## config.mk

```make
export PLATFORM = sky130hd
export DESIGN_NAME = alu_arb_ctrl_flat
export DESIGN_NICKNAME = d
export VERILOG_FILES = /design/src/rtl/alu_arb_ctrl_if.sv /design/src/rtl/alu_arb_ctrl.sv /design/src/flat_wrapper.sv
export SDC_FILE = /design/constraint.sdc
export NUM_CORES = 1
export LEC_CHECK = 0
export BUFFER_PORTS_ARGS = -buffer_cell sky130_fd_sc_hd__buf_2
export CAP_MARGIN = 20
export CORE_ASPECT_RATIO = 0.9
export CORE_MARGIN = 1
export CORE_UTILIZATION = 46
export CTS_BUF_LIST = sky130_fd_sc_hd__clkbuf_16
export DETAILED_ROUTE_END_ITERATION = 10
export GPL_TIMING_DRIVEN = 1
export HOLD_SLACK_MARGIN = 0.08
export PLACE_DENSITY = 0.79
export SLEW_MARGIN = 20
export SYNTH_ARGS = -nofsm -noshare
export SYNTH_HDL_FRONTEND = slang
export SYNTH_SLANG_ARGS = --single-unit
```

## constraint.sdc

```tcl
create_clock -name clk -period 1.65 [get_ports clk]
set_input_delay 0.165 -clock clk [delete_from_list [all_inputs] [get_ports clk]]
set_output_delay 0.165 -clock clk [all_outputs]
set_load 0.01 [all_outputs]
```

## src/rtl/alu_arb_ctrl_if.sv

```systemverilog
// Requester, ALU and response signal bundle for the two-port ALU arbiter.
interface alu_arb_ctrl_if #(
  parameter int unsigned WIDTH = 8
);
  logic             req0_valid;
  logic             req0_ready;
  logic [3:0]       req0_op;
  logic [WIDTH-1:0] req0_a;
  logic [WIDTH-1:0] req0_b;
  logic             req1_valid;
  logic             req1_ready;
  logic [3:0]       req1_op;
  logic [WIDTH-1:0] req1_a;
  logic [WIDTH-1:0] req1_b;
  logic [3:0]       alu_op;
  logic [WIDTH-1:0] alu_a;
  logic [WIDTH-1:0] alu_b;
  logic [WIDTH-1:0] alu_result;
  logic             gate_en;
  logic             rsp_valid;
  logic             rsp_ready;
  logic             rsp_id;
  logic [WIDTH-1:0] rsp_result;
  logic             sleep;

  // Arbiter side
  modport slave (
    input  req0_valid, req0_op, req0_a, req0_b,
    input  req1_valid, req1_op, req1_a, req1_b,
    input  alu_result, rsp_ready,
    output req0_ready, req1_ready,
    output alu_op, alu_a, alu_b, gate_en,
    output rsp_valid, rsp_id, rsp_result, sleep
  );

  // Requesters, ALU and consumer side
  modport master (
    output req0_valid, req0_op, req0_a, req0_b,
    output req1_valid, req1_op, req1_a, req1_b,
    output alu_result, rsp_ready,
    input  req0_ready, req1_ready,
    input  alu_op, alu_a, alu_b, gate_en,
    input  rsp_valid, rsp_id, rsp_result, sleep
  );
endinterface

```

## src/rtl/alu_arb_ctrl.sv

```systemverilog
// Round-robin arbiter issuing one operation at a time to a shared external
// ALU, with clock-gate enable, held response and idle-sleep indication.
module alu_arb_ctrl #(
  parameter int unsigned WIDTH       = 8,
  parameter int unsigned IDLE_CYCLES = 4
) (
  input logic           clk,
  input logic           rst,
  alu_arb_ctrl_if.slave bus
);

  localparam int unsigned CNT_W = 8;
  localparam logic [CNT_W-1:0] CNT_MAX  = '1;
  localparam logic [CNT_W-1:0] CNT_THR  = CNT_W'(IDLE_CYCLES);

  typedef enum logic [1:0] {
    S_IDLE = 2'd0,
    S_EXEC = 2'd1,
    S_RESP = 2'd2
  } state_t;

  state_t           state;
  state_t           state_nxt;
  logic             ptr;
  logic [CNT_W-1:0] idle_cnt;
  logic             any_valid_c;
  logic             grant_c;
  logic             grant_id_c;

  // Arbitration: round-robin pointer breaks ties, a lone requester always wins
  always_comb begin
    any_valid_c = bus.req0_valid | bus.req1_valid;
    grant_id_c  = (bus.req0_valid && bus.req1_valid) ? ptr : bus.req1_valid;
    grant_c     = !rst && (state == S_IDLE) && any_valid_c;
  end

  // State register
  always_ff @(posedge clk) begin
    if (rst) begin
      state <= S_IDLE;
    end else begin
      state <= state_nxt;
    end
  end

  // Next-state logic
  always_comb begin
    state_nxt = state;
    case (state)
      S_IDLE: if (any_valid_c) state_nxt = S_EXEC;
      S_EXEC: state_nxt = S_RESP;
      S_RESP: if (bus.rsp_ready) state_nxt = S_IDLE;
      default: state_nxt = S_IDLE;
    endcase
  end

  // Output decode; everything forced low while reset is asserted
  always_comb begin
    bus.req0_ready = 1'b0;
    bus.req1_ready = 1'b0;
    bus.gate_en    = 1'b0;
    bus.rsp_valid  = 1'b0;
    bus.sleep      = 1'b0;
    if (!rst) begin
      bus.req0_ready = grant_c && !grant_id_c;
      bus.req1_ready = grant_c &&  grant_id_c;
      bus.gate_en    = (state == S_EXEC);
      bus.rsp_valid  = (state == S_RESP);
      bus.sleep      = (state == S_IDLE) && !any_valid_c && (idle_cnt >= CNT_THR);
    end
  end

  // Operand launch, result capture, pointer and idle counter
  always_ff @(posedge clk) begin
    if (rst) begin
      ptr            <= 1'b0;
      idle_cnt       <= '0;
      bus.alu_op     <= '0;
      bus.alu_a      <= '0;
      bus.alu_b      <= '0;
      bus.rsp_id     <= 1'b0;
      bus.rsp_result <= '0;
    end else begin
      if (grant_c) begin
        bus.alu_op <= grant_id_c ? bus.req1_op : bus.req0_op;
        bus.alu_a  <= grant_id_c ? bus.req1_a  : bus.req0_a;
        bus.alu_b  <= grant_id_c ? bus.req1_b  : bus.req0_b;
        bus.rsp_id <= grant_id_c;
        ptr        <= !grant_id_c;
      end
      if (state == S_EXEC) begin
        bus.rsp_result <= bus.alu_result;
      end
      if (state == S_IDLE && !any_valid_c) begin
        if (idle_cnt != CNT_MAX) idle_cnt <= idle_cnt + CNT_W'(1);
      end else begin
        idle_cnt <= '0;
      end
    end
  end

endmodule
```

## src/flat_wrapper.sv

```systemverilog
// flat-port wrapper written by rule: the top's interface ports become plain ports
module alu_arb_ctrl_flat 
#(
  parameter int unsigned WIDTH       = 8,
  parameter int unsigned IDLE_CYCLES = 4
)
  (clk, rst, bus_req0_valid, bus_req0_op, bus_req0_a, bus_req0_b, bus_req1_valid, bus_req1_op, bus_req1_a, bus_req1_b, bus_alu_result, bus_rsp_ready, bus_req0_ready, bus_req1_ready, bus_alu_op, bus_alu_a, bus_alu_b, bus_gate_en, bus_rsp_valid, bus_rsp_id, bus_rsp_result, bus_sleep);
  alu_arb_ctrl_if #(.WIDTH(WIDTH)) bus_i ();
  input logic clk;
  input logic rst;
  input wire logic [$bits(bus_i.req0_valid)-1:0] bus_req0_valid;
  input wire logic [$bits(bus_i.req0_op)-1:0] bus_req0_op;
  input wire logic [$bits(bus_i.req0_a)-1:0] bus_req0_a;
  input wire logic [$bits(bus_i.req0_b)-1:0] bus_req0_b;
  input wire logic [$bits(bus_i.req1_valid)-1:0] bus_req1_valid;
  input wire logic [$bits(bus_i.req1_op)-1:0] bus_req1_op;
  input wire logic [$bits(bus_i.req1_a)-1:0] bus_req1_a;
  input wire logic [$bits(bus_i.req1_b)-1:0] bus_req1_b;
  input wire logic [$bits(bus_i.alu_result)-1:0] bus_alu_result;
  input wire logic [$bits(bus_i.rsp_ready)-1:0] bus_rsp_ready;
  output wire logic [$bits(bus_i.req0_ready)-1:0] bus_req0_ready;
  output wire logic [$bits(bus_i.req1_ready)-1:0] bus_req1_ready;
  output wire logic [$bits(bus_i.alu_op)-1:0] bus_alu_op;
  output wire logic [$bits(bus_i.alu_a)-1:0] bus_alu_a;
  output wire logic [$bits(bus_i.alu_b)-1:0] bus_alu_b;
  output wire logic [$bits(bus_i.gate_en)-1:0] bus_gate_en;
  output wire logic [$bits(bus_i.rsp_valid)-1:0] bus_rsp_valid;
  output wire logic [$bits(bus_i.rsp_id)-1:0] bus_rsp_id;
  output wire logic [$bits(bus_i.rsp_result)-1:0] bus_rsp_result;
  output wire logic [$bits(bus_i.sleep)-1:0] bus_sleep;
  assign bus_i.req0_valid = bus_req0_valid;
  assign bus_i.req0_op = bus_req0_op;
  assign bus_i.req0_a = bus_req0_a;
  assign bus_i.req0_b = bus_req0_b;
  assign bus_i.req1_valid = bus_req1_valid;
  assign bus_i.req1_op = bus_req1_op;
  assign bus_i.req1_a = bus_req1_a;
  assign bus_i.req1_b = bus_req1_b;
  assign bus_i.alu_result = bus_alu_result;
  assign bus_i.rsp_ready = bus_rsp_ready;
  assign bus_req0_ready = bus_i.req0_ready;
  assign bus_req1_ready = bus_i.req1_ready;
  assign bus_alu_op = bus_i.alu_op;
  assign bus_alu_a = bus_i.alu_a;
  assign bus_alu_b = bus_i.alu_b;
  assign bus_gate_en = bus_i.gate_en;
  assign bus_rsp_valid = bus_i.rsp_valid;
  assign bus_rsp_id = bus_i.rsp_id;
  assign bus_rsp_result = bus_i.rsp_result;
  assign bus_sleep = bus_i.sleep;
  alu_arb_ctrl #(.WIDTH(WIDTH), .IDLE_CYCLES(IDLE_CYCLES)) u_core (.clk(clk), .rst(rst), .bus(bus_i));
endmodule
```

# Word level (Yosys, flattened, before mapping)
# Cells that the tools add are included.
# totals
register_bits	40
input_bits	53
out_inout_bits	34
word_cells	42
# op_classes
addsub	1
n_lt_le_gt_ge	1
n_eq_ne	5
muxes	12
bitwise_logic	2
n_reduce_logical	13
# op_table
op	n
$mux 8	2
$add 8x1->8 const B	1
$ge 8x3->1 const B	1
$ne 8x8->1 const B	1
$logic_and 1x1->1	7
$mux 1	6
$pmux 2 s3	1
$mux 2	2
$mux 4	1
$logic_not 1->1	3
$eq 2x1->1 const B	1
$eq 2x2->1 const B	1
$logic_not 2->1	1
$ne 2x1->1 const B	1
$ne 2x2->1 const B	1
$reduce_and 2->1	1
$reduce_or 2->1	1
$not 1->1	1
$or 1x1->1	1

# Logic depth before layout (Yosys ltp)
# Gate-level depths: netlist of the first run.
# depth
depth_word	5
depth_mapped	5
depth_no_buf	4

# Least setup slack after synthesis of the first run
# No wires, ideal clock.
# synth_path
kind	flip-flop to flip-flop
from	register u_core.state[0]
to	register u_core.bus.alu_a[0]
setup_time_ns	0.132
arrival_ns	1.192
t_required_ns	1.518
slack_ns	0.326
stages_incl_launch_ff	5
n_path_buf	1
synth_period_minus_slack_ns	1.324
cell_sequence	dfxtp_1 or3_1 clkbuf_1 o211ai_1 o311ai_1
# synth_via
elab_chain_len	3
# synth_rtl
element	line_no	text
start: declaration	alu_arb_ctrl.sv:22	state_t state;
start signal: assignment	alu_arb_ctrl.sv:42	state <= state_nxt;
$logic_not 2->1	alu_arb_ctrl.sv:34	grant_c = !rst && (state == S_IDLE) && any_valid_c;
$logic_and 1x1->1 (2 in series)	alu_arb_ctrl.sv:34	
end signal: assignment	alu_arb_ctrl.sv:86	bus.alu_a <= grant_id_c ? bus.req1_a : bus.req0_a;
end: declaration	alu_arb_ctrl_if.sv:32	output alu_op, alu_a, alu_b, gate_en,
# Every way passes these cells.
# A chain may end at the register's enable or synchronous reset.

# Worst setup path in the final report of the first run
# layout_path
from	register u_core.state[1]
to	output port bus_sleep
# layout_via
elab_chain_len	4
# layout_rtl
element	line_no	text
$logic_not 2->1	alu_arb_ctrl.sv:69	bus.sleep = (state == S_IDLE) && !any_valid_c && (idle_cnt >= CNT_THR);
$logic_and 1x1->1 (2 in series)	alu_arb_ctrl.sv:69	
$mux 1	alu_arb_ctrl.sv:64	if (!rst) begin
end: declaration	flat_wrapper.sv:30	output wire logic [$bits(bus_i.sleep)-1:0] bus_sleep;
# Every way passes these cells.

==> impl_results.md, run 1 <==
- Status: complete, no violations
- Synth unique cells: 35
- Ratio of cells with drive above 1 in the final layout: a little over a third
- Peak Freq: around 630 MHz
- Worst Hold Class: in2reg
- Number of DRC markers in iteration 0: 165
- R2R Path Start: u_core.state[0]
- Fin crit share: 95.69%
- Critical Path End Type: primary output
- Top post-synthesis cells by area: dfxtp_1 42%, o211ai_1 7.9%, o311ai_1 7.4%
- # rows: 21
- Yosys reg bits: 40
- CTS tree: yes
- DRT Pass-1 Iters: 4
- Vias in the first global route: between 1,500 and 2,000
- Nets: around 370
- Seq pwr share: ~41%
- Die H: 63.06 µm
- Fin cells: 360
- Internal power: a little under 2 mW
- Via count: roughly 2,100
- DRC viols: 0
- Max-slew headroom: between 50% and 60%
- Synthesis Warnings: 0
- WP buf/inv: 2
- Synth Cell Area: around 1900 µm²
- Average vias per placed instance: between 5 and 6
- Port Buffers: 86
- GR Overflow Total: 0
- Clock tree root driver cell: clkbuf_16
- Starting Density: 49.67%
- CP arrival: between 1000 and 1500 ps
- Reg2reg end: u_core.bus.alu_op[0]
- Primary FF master, synth: dfxtp_1
- Sw frac: a little over a quarter
- Worst-path maximum fanout: 6
- Worst r2r path cells: 4
- Syn avg cell area: 8.432 µm²
- Core ar.: 3836 µm²
- Setup Crit Path Kind: reg2out
- Psw: 0.7024 mW
- Wire length per cell: between 10 and 15 µm
- Tmin final: around 1600 ps
- CTS Sinks: 40
- Highest ir drop seen on vdd: between 0.0006 and 0.0007 V
- H-tree levels: 2
- Slowest stage delay, CP: around 350 ps
- Slew @ Worst Pin: between 600 and 700 ps
- Cells after synthesis: approximately 230
- Register area share after synthesis: around 42%
- Leakage: approximately 1.2 nW
- Setup Skew: 2.362 ps
- Final setup violating endpoints: 0
- Setup TNS: 0 ps
- Final Max Slew Viols: 0
- I/O pins: 87
- Longest Clk Path Bufs: 2
- Count of flip-flops with a built-in enable after synthesis: 0
- Max cap viols: 0
- Power share of the combinational group: 17.7%
- Clock transition at path regs: 60 ps
- HPWL Detailed: between 3 and 4 mm
- Wirelength, routed: 5.075 mm
- Post-route ant nets: 0
- Initial antenna violation count: 0
- Hold-critical path endpoint: u_core.bus.rsp_result[6]
- Post-synth top area share: between 40% and 50%
- Antenna diodes: 0
- Area Overhead vs Synth: 36.24%
- Startpoint Class: flip-flop
- Unrepaired setup endpoints after global routing: yes
- Most common cell in the netlist: dfxtp_1
- Gpl congestion: a little over 0.8
- Die ar.: approximately 4400 µm²
- PwrDens: approximately 1000 nW/µm²
- Post-synth top area cell: dfxtp_1
- GRT Util Overall: 22.86%
- Post-synth top cells: 40 x dfxtp_1, 24 x inv_1, 21 x nand4_1
- Dpl cells: ~350
- Syn nets: 281
- Reg2reg setup slack: about 190 ps
- Worst path cell trace: nor3_4 > buf_6 > nand2_1 > a21oi_1 > buf_2
- Cts bufs inserted: 5
- Design Power: around 2.7 mW
- Worst-skew pair later-pin latency: 280 ps
- CP required: roughly 1500 ps
- CP delay by family, top: simple AND/OR/NAND/NOR gates
- Largest net degree at the start of global routing: 25
- CP max-delay cell: dfxtp_2
- Clock network power share: slightly above 40%
- First-pass GRT wire length: 8.148 mm
- WHS Path Cells: 3
- Die width: 69.85 µm
- Hold path start: bus_alu_result[6]
- Final hold vios: 0
- Post-synth ARST share: 0%
timing repair:
item,CTS,global route
cloned,0,1
endpoints found under the setup margin,3,1
gates resized for setup,3,1
hold buffers,0,0
pin swaps,1,1
buffers inserted,2,2
worst max-delay path by stage:
stage,from,endpoint,slack (ps),cells after the start
after floorplan,u_core.state[0],u_core.bus.alu_a[0],330,4
after global placement,bus_req1_valid,bus_req0_ready,190,4
after detailed placement,bus_req1_valid,u_core.bus.alu_b[0],190,3
after CTS,u_core.state[1],bus_req0_ready,20,4
after global routing,u_core.state[1],bus_sleep,-7,5
final,u_core.state[1],bus_sleep,70,5
routing by layer:
layer  routed length (µm)  part of all wire [%]  GRT usage (%)
met1                 2147                    42          28.14
met4                   82                   1.6          8.500
met2                 2485                    49          37.62
met3                  359                   7.1          6.880
met5                    0                     0              0
layout make-up:
type	count	area [µm²]
Fill cell	321	1240
Multi-Input combinational cell	142	939.7
Sequential cell	40	802.0
Timing Repair Buffer	100	539.3
Clock buffer	5	125.1
Inverter	24	90.09
Tap cell	46	57.56
Clock inverter	3	42.54
worst min-delay path, stage by stage:
cell and delay (ps):
buf_2 100, nand2_1 40, a21oi_1 50
per-stage QoR:
step | instance area [µm²] | util (%) | worst slack (ps) | hold WS, ps
after floorplan | 1906 | - | 325.8 | 301.0
after global placement | 2372 | 61.84 | 189.9 | 408.9
after detailed placement | 2372 | 61.84 | 185.9 | 414.3
after CTS | 2567 | 66.93 | 20.50 | 111.6
after global routing | 2596 | 67.68 | -6.646 | 109.9
final | 2596 | 67.68 | 71.19 | 114.6
cells in the final DEF, fill, tap and decap left out, types with 5 or more instances in the layout:
master and n:
buf_2 86, dfxtp_1 39, inv_1 24, nand4_1 21, nand2_1 20, o211ai_1 20
a21oi_1 16, o311ai_1 16, buf_4 13, nor2_1 5, nand3_1 5, nor3_1 5
clkbuf_16 5
power groups by stage:
stage / clock network (mW) / logic, mW / registers [mW]
finish: 1.10 / 0.472 / 1.10
global route: 1.16 / 0.518 / 1.11
CTS: 1.11 / 0.457 / 1.10
detailed placement: 0 / 0.442 / 1.12
global placement: 0 / 0.437 / 1.11
floorplan: 0 / 0.221 / 1.14
registers in the layout, indices dropped and copies added, names as in the netlist:
signal	count
u_core.bus.rsp_id	1
u_core.idle_cnt	8
u_core.bus.alu_op	4
u_core.state	2
u_core.bus.alu_b	8
u_core.bus.rsp_result	8
u_core.bus.alu_a	8
u_core.ptr	1
logic make-up after synthesis:
family / Yosys count / share of synthesized area (%)
muxes: 2 / 1.051
DFF: 40 / 42.02
AOI/OAI and AO/OA: 65 / 24.82
buffers and inverters: 45 / 9.783
adders and majority gates: 2 / 1.313
and+or+nand+nor: 72 / 21.01
Note: power is estimated with default switching activity, not from simulation.
==> inputs of run 2 (changes only) <==
Settings changed: CELL_PAD_IN_SITES_DETAIL_PLACEMENT set to 0, CELL_PAD_IN_SITES_GLOBAL_PLACEMENT set to 1, CORE_ASPECT_RATIO 0.9 to unset, CORE_UTILIZATION 46 to 33, PLACE_DENSITY 0.79 to unset, PLACE_DENSITY_LB_ADDON set to 0.1.
==> run 2 against run 1 <==
Via count is 2.9% lower. Critical endpoint is now bus_req1_ready. Non-clock buffer count rose by 2. Global-route usage is 4.9 points lower.
==> impl_results.md, run 2 (synthesized netlist as in run 1, its figures left out) <==
- Seq pwr share: 44.3% (was 41.2%)
- H-tree levels: 2 (unchanged)
- Clock transition at path regs: 50 ps (was 60 ps)
- CTS tree: yes (unchanged)
- Post-route ant nets: 0 (unchanged)
- CP arrival: 1380 ps (was 1410 ps)
- Setup Skew: 3.646 ps (was 2.362 ps)
- Number of DRC markers in iteration 0: 83 (was 165)
- Internal power: 1.797 mW (was 1.961 mW)
- Final core occ: 46.75% (was 67.68%)
- Dpl cells: 376 (was 347)
- Longest Clk Path Bufs: 2 (unchanged)
- CTS Sinks: 40 (unchanged)
- Antenna diodes: 0 (unchanged)
- Startpoint Class: flip-flop (unchanged)
- Vias in the first global route: 1,847 (was 1,829)
- Power share of the combinational group: 19.2% (was 17.7%)
- Tmin final: 1550 ps (was 1579 ps)
- Fin crit share: 93.92% (was 95.69%)
- Commonest non-fill, non-tap cell in the layout: buf_2 (unchanged)
- DRT Pass-1 Iters: 4 (unchanged)
- # rows: 27 (was 21)
- Unrepaired setup endpoints after global routing: no (was yes)
- Starting Density: 34.39% (was 49.67%)
- Worst Hold Class: in2reg (unchanged)
- Hold Buf Count CTS: 0 (unchanged)
- Setup TNS: 0 ps (unchanged)
- Die ar.: 6082 µm² (was 4404 µm²)
- Area Overhead vs Synth: 35.92% (was 36.24%)
- Max cap viols: 0 (unchanged)
- Status: complete, no violations (unchanged)
- Worst path cell trace: nor3_4 > buf_6 > and3_1 > buf_2 (was nor3_4 > buf_6 > nand2_1 > a21oi_1 > buf_2)
- Sw frac: 27.17% (was 26.37%)
- Die width: 77.99 µm (was 69.85 µm)
- Initial antenna violation count: 0 (unchanged)
- Worst-skew pair later-pin latency: 280 ps (about the same)
- Final hold vios: 0 (unchanged)
- Dpl cell area: 2427 µm² (was 2372 µm²)
- Nets: 369 (was 368)
- CP required: 1480 ps (about the same)
- Slew @ Worst Pin: 653.3 ps (was 615.5 ps)
- Final setup violating endpoints: 0 (unchanged)
- PwrDens: 952.7 nW/µm² (was 1026 nW/µm²)
- Critical Path End Type: primary output (unchanged)
- GR Overflow Total: 0 (unchanged)
- Gpl congestion: 0.7186 (was 0.8098)
- Highest ir drop seen on vdd: 0.0004789 V (was 0.0006256 V)
- Max-slew headroom: 56.44% (was 58.97%)
- I/O pins: 87 (unchanged)
- Leading cell types in the layout, fill and taps excluded: 86 x buf_2, 40 x dfxtp_1, 26 x inv_1, 21 x nand4_1 (was 86 x buf_2, 39 x dfxtp_1, 24 x inv_1, 21 x nand4_1)
- Psw: 0.6705 mW (was 0.7024 mW)
- Average vias per placed instance: 5.194 (was 5.747)
- HPWL Detailed: 3.721 mm (was 3.411 mm)
- Largest net degree at the start of global routing: 23 (was 25)
- Design area: 2590 µm² (was 2596 µm²)
- Via count: 2,010 (was 2,069)
- CP max-delay cell: dfxtp_1 (was dfxtp_2)
- Die H: 77.99 µm (was 63.06 µm)
- Port Buffers: 86 (unchanged)
- Peak Freq: 645.3 MHz (was 633.4 MHz)
- Wire length per cell: 13.91 µm (was 14.10 µm)
- Cts bufs inserted: 5 (unchanged)
- Setup Crit Path Kind: reg2out (unchanged)
- Leakage: 1.181 nW (was 1.179 nW)
- DRC viols: 0 (unchanged)
- Wirelength, routed: 5.383 mm (was 5.075 mm)
- Worst-path maximum fanout: 8 (was 6)
- Core ar.: 5540 µm² (was 3836 µm²)
- First-pass GRT wire length: 8.735 mm (was 8.148 mm)
- Design Power: 2.468 mW (was 2.664 mW)
- Ratio of cells with drive above 1 in the final layout: 35.24% (was 36.62%)
- Slowest stage delay, CP: 360 ps (was 350 ps)
- Final Max Slew Viols: 0 (unchanged)
- GRT Util Overall: 17.95% (was 22.86%)
- Fin cells: 387 (was 360)
- Clock network power share: 36.5% (was 41.1%)
- Clock tree root driver cell: clkbuf_16 (unchanged)
-- run 2: cell count changes in the layout (fill, tap and decap cells not counted), sizes merged --
cell,change
buf,+2
clkinvlp,-1
o21ai,-1
bufinv,-1
inv,+2
-- run 2: what timing repair did --
item	4_1_cts	5_1_grt
setup endpoints to repair	2	1
resized for setup	1	0
pin swaps	0	1
gates cloned	0	0
setup buffers	2	1
-- run 2: final cells by class --
type / instances / area, µm²
clock buffers: 5 / 125.1
clock inverters: 3 / 11.26
flip-flops and latches: 40 / 800.8
repair buffers: 102 / 554.3
inverters: 24 / 90.09
fillers: 603 / 2950
multi-input cells: 141 / 918.4
well taps: 72 / 90.09
-- run 2: final timing paths --
| path | from | endpoint | slack [ps] | cells after the start |
|---|---|---|---|---|
| worst max-delay path | u_core.state[1] | bus_req1_ready | 100 | 4 |
| worst min-delay path | bus_alu_result[1] | u_core.bus.rsp_result[1] | 130 | 3 |
| worst max register to register | u_core.idle_cnt[0] | u_core.idle_cnt[5] | 230 | 4 |
| worst min register to register | u_core.ptr | u_core.ptr | 450 | 2 |
-- run 2: worst max-delay path: cells and delay by family (launching register included) --
| kind | cells | cell delay (ps) |
|---|---|---|
| buffers and inverters | 2 | 310 |
| flip-flops | 1 | 360 |
| AND/OR/NAND/NOR | 2 | 440 |
-- run 2: metrics by stage --
step                      hold slack [ps]  worst slack [ps]
after CTS                           125.9             57.91
after global routing                134.0             6.495
after detailed placement            414.3             227.4
after global placement              410.4             241.0
after floorplan                     301.0             325.8
final                               128.8             100.4
-- run 2: power groups by stage --
| stage | Sequential (mW) | Combinational (mW) | Clock, mW |
|---|---|---|---|
| 2_1_floorplan | 1.14 | 0.221 | 0 |
| 3_3_place_gp | 1.11 | 0.465 | 0 |
| 3_5_place_dp | 1.11 | 0.467 | 0 |
| 4_1_cts | 1.09 | 0.477 | 0.925 |
| 5_1_grt | 1.10 | 0.520 | 0.979 |
| 6_report | 1.09 | 0.474 | 0.901 |
-- run 2: routing by layer --
| layer | share of wire [%] | GRT usage [%] |
|---|---|---|
| met1 | 46 | 23.52 |
| met2 | 47 | 29.20 |
| met3 | 6.7 | 5.412 |
| met4 | 0.52 | 3.519 |
| met5 | 0 | 0 |
